--- src/rtl/multiply_ntts_ctrl.sv ---
// multiply_ntts_ctrl: MultiplyNTTs sequencer that streams f/g/zeta pairs into the base-case
// multiplier and writes each (c0,c1) result back to the h RAM in issue order.
module multiply_ntts_ctrl #(
    parameter int N_PAIRS = 128,
    parameter int ADDR_W  = 7,
    parameter int MEM_LAT = 1,
    parameter int MUL_LAT = 4
) (
    input  logic              clk,
    input  logic              rst,
    input  logic              start_i,
    output logic              busy_o,
    output logic              done_o,
    output logic              err_o,
    output logic              rd_en_o,
    output logic [ADDR_W-1:0] rd_addr_o,
    input  logic [23:0]       f_rdata_i,
    input  logic [23:0]       g_rdata_i,
    input  logic [11:0]       zeta_i,
    output logic              mul_valid_o,
    output logic [11:0]       mul_a0_o,
    output logic [11:0]       mul_a1_o,
    output logic [11:0]       mul_b0_o,
    output logic [11:0]       mul_b1_o,
    output logic [11:0]       mul_zeta_o,
    input  logic              mul_valid_i,
    input  logic [11:0]       mul_c0_i,
    input  logic [11:0]       mul_c1_i,
    output logic              wr_en_o,
    output logic [ADDR_W-1:0] wr_addr_o,
    output logic [23:0]       wr_data_o
);
    localparam int CNT_W = ADDR_W + 1;

    if (MEM_LAT < 1 || MUL_LAT < 1) begin : g_bad_lat
        $error("multiply_ntts_ctrl: MEM_LAT and MUL_LAT must be at least 1");
    end

    typedef enum logic [1:0] {IDLE, ISSUE, DRAIN, DONE} state_t;

    state_t             r_state;
    logic [CNT_W-1:0]   r_rd_cnt;
    logic [CNT_W-1:0]   r_iss_cnt;
    logic [CNT_W-1:0]   r_wr_cnt;
    logic               r_rd_en;
    logic               r_busy;
    logic               r_done;
    logic               r_err;
    logic [MEM_LAT-1:0] r_vld_sr;
    logic               w_active;
    logic               w_wr;
    logic               w_last_wr;

    assign w_active  = r_state == ISSUE || r_state == DRAIN;
    // A result is only accepted while a pair issued to the multiplier is still unanswered.
    assign w_wr      = w_active && mul_valid_i && r_wr_cnt < r_iss_cnt;
    assign w_last_wr = w_wr && r_wr_cnt == CNT_W'(N_PAIRS - 1);

    always_ff @(posedge clk or negedge rst) begin
        if (!rst) begin
            r_state   <= IDLE;
            r_rd_cnt  <= '0;
            r_iss_cnt <= '0;
            r_wr_cnt  <= '0;
            r_rd_en   <= 1'b0;
            r_busy    <= 1'b0;
            r_done    <= 1'b0;
            r_err     <= 1'b0;
            r_vld_sr  <= '0;
        end else begin
            r_vld_sr <= (r_vld_sr << 1) | MEM_LAT'(r_rd_en);
            r_done   <= 1'b0;
            if (mul_valid_o)
                r_iss_cnt <= r_iss_cnt + 1'b1;
            if (w_wr)
                r_wr_cnt <= r_wr_cnt + 1'b1;
            if (mul_valid_i && !w_wr)
                r_err <= 1'b1;
            case (r_state)
                IDLE: if (start_i) begin
                    r_state   <= ISSUE;
                    r_rd_en   <= 1'b1;
                    r_busy    <= 1'b1;
                    r_rd_cnt  <= '0;
                    r_iss_cnt <= '0;
                    r_wr_cnt  <= '0;
                end
                ISSUE: if (r_rd_cnt == CNT_W'(N_PAIRS - 1)) begin
                    r_state <= DRAIN;
                    r_rd_en <= 1'b0;
                end else begin
                    r_rd_cnt <= r_rd_cnt + 1'b1;
                end
                DRAIN: if (w_last_wr) begin
                    r_state <= DONE;
                    r_busy  <= 1'b0;
                    r_done  <= 1'b1;
                end
                DONE: r_state <= IDLE;
            endcase
        end
    end

    assign busy_o      = r_busy;
    assign done_o      = r_done;
    assign err_o       = r_err;
    assign rd_en_o     = r_rd_en;
    assign rd_addr_o   = r_rd_en ? r_rd_cnt[ADDR_W-1:0] : '0;
    assign mul_valid_o = r_vld_sr[MEM_LAT-1];
    // Operands are forced to zero outside a valid beat so idle outputs stay quiet.
    assign mul_a0_o    = mul_valid_o ? f_rdata_i[11:0]  : '0;
    assign mul_a1_o    = mul_valid_o ? f_rdata_i[23:12] : '0;
    assign mul_b0_o    = mul_valid_o ? g_rdata_i[11:0]  : '0;
    assign mul_b1_o    = mul_valid_o ? g_rdata_i[23:12] : '0;
    assign mul_zeta_o  = mul_valid_o ? zeta_i           : '0;
    assign wr_en_o     = w_wr;
    assign wr_addr_o   = w_wr ? r_wr_cnt[ADDR_W-1:0] : '0;
    assign wr_data_o   = w_wr ? {mul_c1_i, mul_c0_i} : '0;
endmodule

--- config.mk ---
export PLATFORM = sky130hd
export DESIGN_NAME = multiply_ntts_ctrl
export DESIGN_NICKNAME = d
export VERILOG_FILES = /design/src/rtl/multiply_ntts_ctrl.sv
export SDC_FILE = /design/constraint.sdc
export NUM_CORES = 1
export LEC_CHECK = 0
export BUFFER_PORTS_ARGS = -buffer_cell sky130_fd_sc_hd__buf_2
export CAP_MARGIN = 30
export CORE_MARGIN = 5
export CORE_UTILIZATION = 30
export CTS_BUF_LIST = sky130_fd_sc_hd__clkbuf_16
export DETAILED_ROUTE_END_ITERATION = 12
export RECOVER_POWER = 25
export SLEW_MARGIN = 20
export SYNTH_ARGS = -nofsm -noshare
export SYNTH_HDL_FRONTEND = slang
export SYNTH_SLANG_ARGS = --single-unit
--- constraint.sdc ---
create_clock -name clk -period 3.6 [get_ports clk]
set_clock_uncertainty 0.15 [all_clocks]
set_input_delay 0 -clock clk [delete_from_list [all_inputs] [get_ports clk]]
set_output_delay 0 -clock clk [all_outputs]
set_load 0.02 [all_outputs]
== Word level (Yosys, flattened, before mapping) ==
Cells that the tools add are included.

* Reduce and logical (&&, ||, !) cells: 13
* Add/subtract/negate cells: 3
* Multiply operators: 0
* Shift-type cells: 0
* Div/mod/pow operators: 0
* Muxes and demuxes: 28
* Bitwise operators: 0
* Eq/ne operators: 9
* Magnitude comparators: 1

{| class="wikitable"
|+ Operators by type and width
! kind !! number
|-
| $mux 8 || 8
|-
| $mux 12 || 5
|-
| $add 8x1->8 const B || 3
|-
| $mux 24 || 1
|-
| $eq 8x7->1 const B || 2
|-
| $pmux 8 s2 || 1
|-
| $mux 7 || 2
|-
| $reduce_and 3->1 || 4
|-
| $lt 8x8->1 || 1
|-
| $pmux 2 s4 || 1
|-
| $mux 2 || 3
|-
| $ne 2x2->1 const B || 3
|-
| $mux 1 || 5
|-
| $eq 2x2->1 const B || 2
|-
| $logic_and 1x1->1 || 4
|-
| $pmux 1 s2 || 2
|-
| $reduce_bool 2->1 || 2
|-
| $eq 2x1->1 const B || 1
|-
| $logic_not 2->1 || 1
|-
| $ne 2x1->1 const B || 1
|-
| $logic_not 1->1 || 1
|-
| $logic_or 1x1->1 || 1
|}

* Memory bits (read-only): 0
* Word-level logic and storage cells: 63
* Memories kept: 0
* Bits in latches: 0
* Bits of input ports: 88
* Memory bits (writable): 0
* Bits in registers: 31

== Logic depth before layout (Yosys ltp) ==
Gate-level depths: netlist of the first run.

* Word-level depth: 7
* Depth in mapped cells: 8
* Gate-level depth less buffers: 7

== Worst setup path after synthesis of the first run ==
OpenSTA, ideal clock, no wires.

* Kind: reg2reg
* Start point: register r_iss_cnt[2]
* End point: register r_wr_cnt[5]
* Arrival time: 2.035 ns
* Buffers on the path: 1
* Cell stages (with the launch flop): 9
* Period minus slack after synthesis: 2.251 ns
* Library setup time: 0.066 ns
* Setup slack: 1.349 ns
* Required time: 3.384 ns
* Path through: dfrtp_1 > inv_1 > ha_1 > a211oi_1 > o21ai_2 > a21oi_1 > clkbuf_1 > and2_1 > a41o_1

* Word-level cells in the longest chain between the ends: 5

{| class="wikitable"
|+ RTL lines
! item !! line !! text
|-
| start: declaration || 43 || <nowiki>logic [CNT_W-1:0] r_iss_cnt;</nowiki>
|-
| start signal: assignment || 74 || <nowiki>r_iss_cnt <= r_iss_cnt + 1'b1;</nowiki>
|-
| $lt 8x8->1 (*) || 56 || <nowiki>assign w_wr = w_active && mul_valid_i && r_wr_cnt < r_iss_cnt;</nowiki>
|-
| $logic_and 1x1->1 (*) || 56 ||
|-
| $mux 8 (*) || 75 || <nowiki>if (w_wr)</nowiki>
|-
| $mux 8 || 80 || <nowiki>IDLE: if (start_i) begin</nowiki>
|-
| $mux 8 (*) || 79 || <nowiki>case (r_state)</nowiki>
|-
| end signal: assignment || 76 || <nowiki>r_wr_cnt <= r_wr_cnt + 1'b1;</nowiki>
|-
| end: declaration || 44 || <nowiki>logic [CNT_W-1:0] r_wr_cnt;</nowiki>
|}

Mark *: on every way between the ends. The rest lies on a longest branch, timed or not.
A chain may end at the register's enable or synchronous reset.

== Worst setup path after layout of the first run ==
* Start point: register r_iss_cnt[2]
* End point: output wr_data_o[22]

* Word-level cells in the longest chain between the ends: 3

{| class="wikitable"
|+ RTL lines
! item !! line !! text
|-
| $lt 8x8->1 || 56 ||
|-
| $logic_and 1x1->1 || 56 ||
|-
| $mux 24 || 118 || <nowiki>assign wr_data_o = w_wr ? {mul_c1_i, mul_c0_i} : '0;</nowiki>
|-
| end: declaration || 31 || <nowiki>output logic [23:0] wr_data_o</nowiki>
|}

Every way passes these cells.

==> flow_metrics.py, run 1 <==
metrics = {
    "worst_setup_path": {
        "cp_top_family": "compound AO/OA/AOI/OAI gates",
        "worstPathCellList": "inv_1 -> ha_1 -> a211oi_1 -> o21ai_2 -> a21oi_2 -> buf_4 -> and2_1 -> buf_2",
        "cp_max_fo": 24,
        "worst-path-buf-inv": 3,
        "crit_path_top_delay_cell": "a21oi_2",
        "reg2regPathDepth": 8,
        "path_class": "reg -> out",
        "critical-path-max-stage-delay_ns": 0.49,
        "cp-start-kind": "flop",
        "r2r_setup_slack_ns": 1.02,
        "endpoint_kind": "output pin",
        "rr_startpoint": "r_iss_cnt[2]$_DFF_PN0_",
        "arrival_ns": 2.60,
        "reg2reg_to": "busy_o$_DFFE_PN0P_",
        "cp_data_required_time_ns": 3.45,
    },
    "drt": {
        "ant_nets": 0,
        "num_vias": 2707,
        "dr.pass1.iters": 4,
        "via_per_inst": 4.50,
        "drc_errors": 0,
        "wire_per_inst_um": 13.2,
        "wirelength_mm": 7.91,
        "drtIter0Drc": 66,
    },
    "hold_path": {
        "hold_path_end": "wr_data_o[23]",
        "min_from": "mul_c1_i[11]",
        "hold_depth": 3,
        "holdCritPathClass": "in -> out",
    },
    "timing": {
        "setup_viol": 0,
        "final-max-slew-violation-count": 32,
        "max_freq_mhz": 364,
        "worst_pin_slew_ns": 1.76,
        "period_share": 0.763,
        "rsz0062_at_grt": "no",
        "relSlewSlack": -0.172,
        "whs_ns": 0.169,
        "hold_viol": 0,
        "min_period_ns": 2.75,
        "final.setup.tns_ns": 0,
    },
    "finish": {
        "layout.nets": 593,
        "synthToLayoutAreaGrowth_pct": 48.8,
        "multiInputGateArea_um2": 1600,
        "seqCellArea_um2": 776,
        "fillers": 804,
        "drive_gt1_frac": 0.409,
    },
    "synth": {
        "synth_area_leaders": "dfrtp_1 (31%), and2_1 (25%), ha_1 (7.0%), xnor2_1 (4.9%), nor2_1 (4.1%)",
        "avgSynthCellArea_um2": 8.22,
        "synth_cell_type_count": 45,
        "synth_seq_cells": 31,
        "async_flop_share": 1.00,
        "synth.top_cells.by_count": "and2_1 (98), dfrtp_1 (31), nor2_1 (27)",
        "synth_top_area_share": 0.312,
        "synth_nets": 405,
        "ys_warn_count": 0,
        "synth_area_um2": 2490,
        "synthFlopType": "dfrtp_1",
        "synth_edf_count": 0,
        "netlist.top_cell.by_area": "dfrtp_1",
        "synthCells": 303,
        "yosysMostFrequentCell": "and2_1",
        "seq_area_frac_synth": 0.312,
    },
    "cts": {
        "cts.sinks": 31,
        "post-cts-setup-buffer-count": 0,
        "clkTransAtPathRegs_ns": 0.05,
        "post_cts_resized": 0,
        "numCtsBuffers": 5,
        "clock_latency_ns": 0.27,
        "clockBufferDepth": 2,
        "cts_tree": "built",
        "cts_root_buf": "clkbuf_16",
        "cts.htree.levels": 2,
    },
    "global_routing": {
        "grt_pass1_vias": 2687,
        "grt_max_degree": 42,
        "grt_pass1_wl_mm": 12.4,
        "grt_usage": 0.150,
        "overflow": 0,
        "antenna_found_initial": 4,
    },
    "floorplanning": {
        "fp.dieH_um": 101,
        "die_area_um2": 10200,
        "rows": 33,
        "core_um2": 8130,
        "io_pins": 192,
        "die_w_um": 101,
        "initial_utilization": 0.306,
    },
    "placement": {
        "port_buffers": 191,
        "globalplace.congestion": 0.848,
        "dp_hpwl_mm": 6.57,
    },
    "outcome": {
        "violations": "max-capacitance violations, max-slew violations",
        "outcome": "complete, but fails checks",
    },
    "job": {
        "cap_violations": 1,
    },
    "pwr": {
        "power_density_nw_per_um2": 688,
        "vdd_drop_max_mv": 0.305,
        "leakagePower_uw": 0.00203,
    },
}
==> where the power goes <==
group          leakage, uW  switching, uW  internal [uW]  total [uW]
Combinational      0.00155            975            621        1600
Clock            0.0000734            150            252         401
Sequential        0.000404            127            423         550
Total              0.00203           1250           1300        2550
==> how the worst max path moves through the flow <==
| stage | from | to | slack, ns | cells after the start |
|---|---|---|---|---|
| floorplan | r_iss_cnt[2]$_DFF_PN0_ | r_wr_cnt[5]$_DFF_PN0_ | 1.35 | 8 |
| global placement | r_iss_cnt[2]$_DFF_PN0_ | busy_o$_DFFE_PN0P_ | 1.16 | 8 |
| detailed placement | r_iss_cnt[2]$_DFF_PN0_ | busy_o$_DFFE_PN0P_ | 1.02 | 8 |
| CTS | r_iss_cnt[2]$_DFF_PN0_ | wr_data_o[22] | 0.83 | 8 |
| global route | r_iss_cnt[2]$_DFF_PN0_ | wr_data_o[6] | 0.62 | 8 |
| finish | r_iss_cnt[2]$_DFF_PN0_ | wr_data_o[22] | 0.85 | 8 |
==> state kept, by name, indices dropped and copies added, names as in the netlist <==
name,count
err_o,1
mul_valid_o,1
done_o,1
r_iss_cnt,8
r_rd_cnt,8
busy_o,1
r_state,2
rd_en_o,1
r_wr_cnt,8
==> kinds of logic after synthesis <==
logic type,Yosys count,synth area share
multiplexers,7,0.0307
adder cells (fa/ha/maj),14,0.0704
AO/OA/AOI/OAI,33,0.0960
buffers and inverters,31,0.0477
XOR/XNOR,14,0.0492
flip-flops,31,0.312
AND/OR/NAND/NOR,173,0.394
==> cells in the final DEF, fill, tap and decap left out, types with 2 or more instances in the layout <==
cell,instances
clkbuf_16,5
nand3_1,5
o21ai_0,4
dfrtp_1,31
nor2b_1,2
buf_4,2
o21ai_1,2
ha_1,14
inv_1,16
nand4_1,4
a211oi_1,4
a2111oi_0,3
nor3_1,5
xnor2_1,14
diode_2,4
clkbuf_1,10
nand2_1,17
dlygate4sd3_1,3
clkinv_2,3
or3_1,3
mux2i_1,5
buf_2,181
and2_1,98
a21oi_1,8
nor2_1,27
==> area by class of cell <==
class	instances	share of cell area
Clock buffer	5	0.0338
Timing Repair Buffer	196	0.267
Clock inverter	3	0.00405
Sequential cell	31	0.209
Inverter	16	0.0162
Multi-Input combinational cell	241	0.432
Antenna cell	4	0.00270
Tap cell	105	0.0355
==> routing by layer <==
| metal | track usage | wire [um] | share of wire |
|---|---|---|---|
| met1 | 0.161 | 2900 | 0.37 |
| met2 | 0.277 | 4040 | 0.51 |
| met3 | 0.0394 | 811 | 0.10 |
| met4 | 0.0603 | 157 | 0.020 |
| met5 | 0 | 0 | 0 |
==> stage by stage <==
step                utilization  area (um^2)  worst slack, ns  std cells  total power (uW)
global route              0.455         3700            0.618        601              2770
CTS                       0.456         3710            0.825        597              2590
detailed placement        0.435         3540             1.02        586              2170
global placement          0.435         3540             1.16        586              2150
finish                    0.455         3700            0.851        601              2550
floorplan                     -         2490             1.35        303              1670
==> worst reg2reg max path, delay by kind of cell, from the launching register on <==
| family | cells | cell delay, ns |
|---|---|---|
| simple gates | 1 | 0.24 |
| buf+inv | 2 | 0.40 |
| flops | 1 | 0.38 |
| compound gates | 4 | 0.99 |
| fa+ha+maj | 1 | 0.31 |
==> repair_timing <==
action	4_1_cts	5_1_grt
endpoints found under the hold margin	33	0
endpoints found under the setup margin	0	0
hold buffers	3	0
No activity file was read; power rests on OpenSTA's default activity.
==> inputs of run 2 (changes only) <==
--- a/config.mk
+++ b/config.mk
@@ -11,6 +11,7 @@
 export CORE_UTILIZATION = 30
 export CTS_BUF_LIST = sky130_fd_sc_hd__clkbuf_16
 export DETAILED_ROUTE_END_ITERATION = 12
+export PLACE_DENSITY = 0.66
 export RECOVER_POWER = 25
 export SLEW_MARGIN = 20
 export SYNTH_ARGS = -nofsm -noshare
==> constraint.sdc (replaced) <==
create_clock -name clk -period 2.22 [get_ports clk]
set_clock_uncertainty 0.15 [all_clocks]
set_input_delay 0 -clock clk [delete_from_list [all_inputs] [get_ports clk]]
set_output_delay 0 -clock clk [all_outputs]
set_load 0.02 [all_outputs]
==> flow_metrics.py, run 2 (same netlist as run 1, synthesis figures left out) <==
metrics = {
    "outcome": {
        "outcome": "complete, but fails checks",
        "violations": "negative setup slack",
    },
    "floorplanning": {
        "initial_utilization": 0.306,
        "io_pins": 192,
        "die_area_um2": 10200,
        "rows": 33,
        "die_w_um": 101,
        "core_um2": 8130,
        "fp.dieH_um": 101,
    },
    "finish": {
        "reg.largest.list": "r_iss_cnt: 8 flops, r_rd_cnt: 8 flops, r_wr_cnt: 8 flops",
        "diodes": 0,
        "design_area_um2": 4370,
        "synthToLayoutAreaGrowth_pct": 75.6,
        "drive_gt1_frac": 0.529,
        "layout.nets": 629,
        "final_cell_mix": "buf_2 (156), and2_1 (74), buf_4 (34)",
        "mostFrequentLayoutCell": "buf_2",
    },
    "worst_setup_path": {
        "arrival_ns": 2.12,
        "endpoint_kind": "output pin",
        "cp-start-kind": "flop",
        "cp_data_required_time_ns": 2.07,
        "path_class": "reg -> out",
        "cp_max_fo": 10,
    },
    "drt": {
        "num_vias": 2879,
        "ant_nets": 0,
        "drc_errors": 0,
        "dr.pass1.iters": 4,
        "drtIter0Drc": 62,
        "wirelength_mm": 8.74,
        "via_per_inst": 4.56,
        "wire_per_inst_um": 13.8,
    },
    "pwr": {
        "power_density_nw_per_um2": 1220,
        "leakagePower_uw": 0.00231,
        "power_frac_comb": 0.720,
        "clkPwrFrac": 0.119,
        "swShare": 0.443,
        "power_frac_seq": 0.161,
        "vdd_drop_max_mv": 0.699,
        "intPower_uw": 2970,
        "switchingPower_uw": 2370,
    },
    "timing": {
        "setup_viol": 24,
        "finalWorstSetupSlack_ns": -0.0451,
        "period_share": 1.02,
        "hold_viol": 0,
        "relSlewSlack": 0.461,
        "worst_pin_slew_ns": 0.808,
        "max_freq_mhz": 441,
        "rsz0062_at_grt": "yes",
        "min_period_ns": 2.27,
        "whs_ns": 0.153,
        "final-max-slew-violation-count": 0,
    },
    "global_routing": {
        "grt_max_degree": 52,
        "grt_pass1_vias": 2914,
        "met2_usage": 0.301,
        "overflow": 0,
        "antenna_found_initial": 0,
        "grt_usage": 0.158,
        "grt_most_used_layer": "met2",
        "grt_pass1_wl_mm": 13.4,
        "grtUsageMet1": 0.174,
        "grt_util_met3": 0.0318,
    },
    "hold_path": {
        "holdCritPathClass": "in -> out",
    },
    "cts": {
        "numCtsBuffers": 5,
        "clockBufferDepth": 2,
        "cts_root_buf": "clkbuf_16",
        "clock_latency_ns": 0.27,
        "clkTransAtPathRegs_ns": 0.05,
        "cts_tree": "built",
        "cts.sinks": 31,
        "cts.htree.levels": 2,
    },
    "placement": {
        "dp_hpwl_mm": 6.31,
        "dpl_cell_area_um2": 3670,
        "port_buffers": 191,
        "globalplace.congestion": 0.793,
    },
    "job": {
        "cap_violations": 0,
    },
}
run 2: critical path: stages (launching register included):
cell     delay (ns)
dfrtp_1        0.45
ha_1           0.31
nand2_1        0.07
nor3_2         0.16
buf_4          0.19
a21oi_4        0.07
buf_12         0.15
buf_8          0.13
and2_1         0.15
buf_4          0.15
run 2: area by class of cell:
| class | instances | area [um^2] |
|---|---|---|
| clock buffer | 5 | 125 |
| clock inverter | 2 | 8.76 |
| fill | 747 | 3760 |
| inverter | 16 | 60.1 |
| multi-input combinational | 241 | 1750 |
| sequential | 31 | 776 |
| tap | 105 | 131 |
| timing repair buffer | 232 | 1530 |
run 2: power groups by stage:
| stage | Sequential [uW] | Clock, uW | Combinational (uW) |
|---|---|---|---|
| 3_3_place_gp | 855 | 0 | 2790 |
| 3_5_place_dp | 858 | 0 | 2840 |
| 4_1_cts | 856 | 646 | 3480 |
| 5_1_grt | 887 | 675 | 4150 |
| 6_report | 859 | 634 | 3840 |
| 2_1_floorplan | 829 | 0 | 1880 |
run 2: timing repair:
| item | 4_1_cts | 5_1_grt |
|---|---|---|
| buffers inserted | 13 | 3 |
| setup endpoints to repair | 34 | 36 |
| pin swaps | 2 | 13 |
| hold endpoints to repair | 33 | 0 |
| hold buffers | 3 | 0 |
| cloned | 2 | 0 |
| resized for setup | 35 | 72 |
run 2: per-stage QoR:
step | TNS [ns] | util | setup slack [ns] | std cells | total power (uW)
final | -0.474 | 0.538 | -0.0451 | 632 | 5330
after global routing | -3.23 | 0.538 | -0.131 | 632 | 5710
after CTS | 0 | 0.508 | 0.000385 | 629 | 4980
after detailed placement | 0 | 0.451 | 0.0169 | 604 | 3700
after global placement | 0 | 0.451 | 0.0227 | 604 | 3650
after floorplan | 0 | - | 0.0197 | 303 | 2710
run 2: worst paths after layout:
path	slack [ns]	cells after the start	start	to
worst max-delay path	-0.05	9	r_wr_cnt[4]$_DFF_PN0_	wr_data_o[4]
worst min-delay path	0.15	3	mul_c1_i[6]	wr_data_o[18]
worst max register to register	0.05	8	r_state[1]$_DFFE_PN0P_	r_state[1]$_DFFE_PN0P_
worst min register to register	0.33	1	err_o$_DFFE_PN0P_	err_o$_DFFE_PN0P_
max in group asynchronous	1.19	2	rst	r_wr_cnt[1]$_DFF_PN0_
min in group asynchronous	0.22	2	rst	r_rd_cnt[5]$_DFFE_PN0P_
run 2: routing by layer:
layer / vias to the layer above / share of wire
li1: 1444 / -
met1: 1288 / 0.37
met2: 133 / 0.52
met3: 14 / 0.096
met4: 0 / 0.010
met5: - / 0
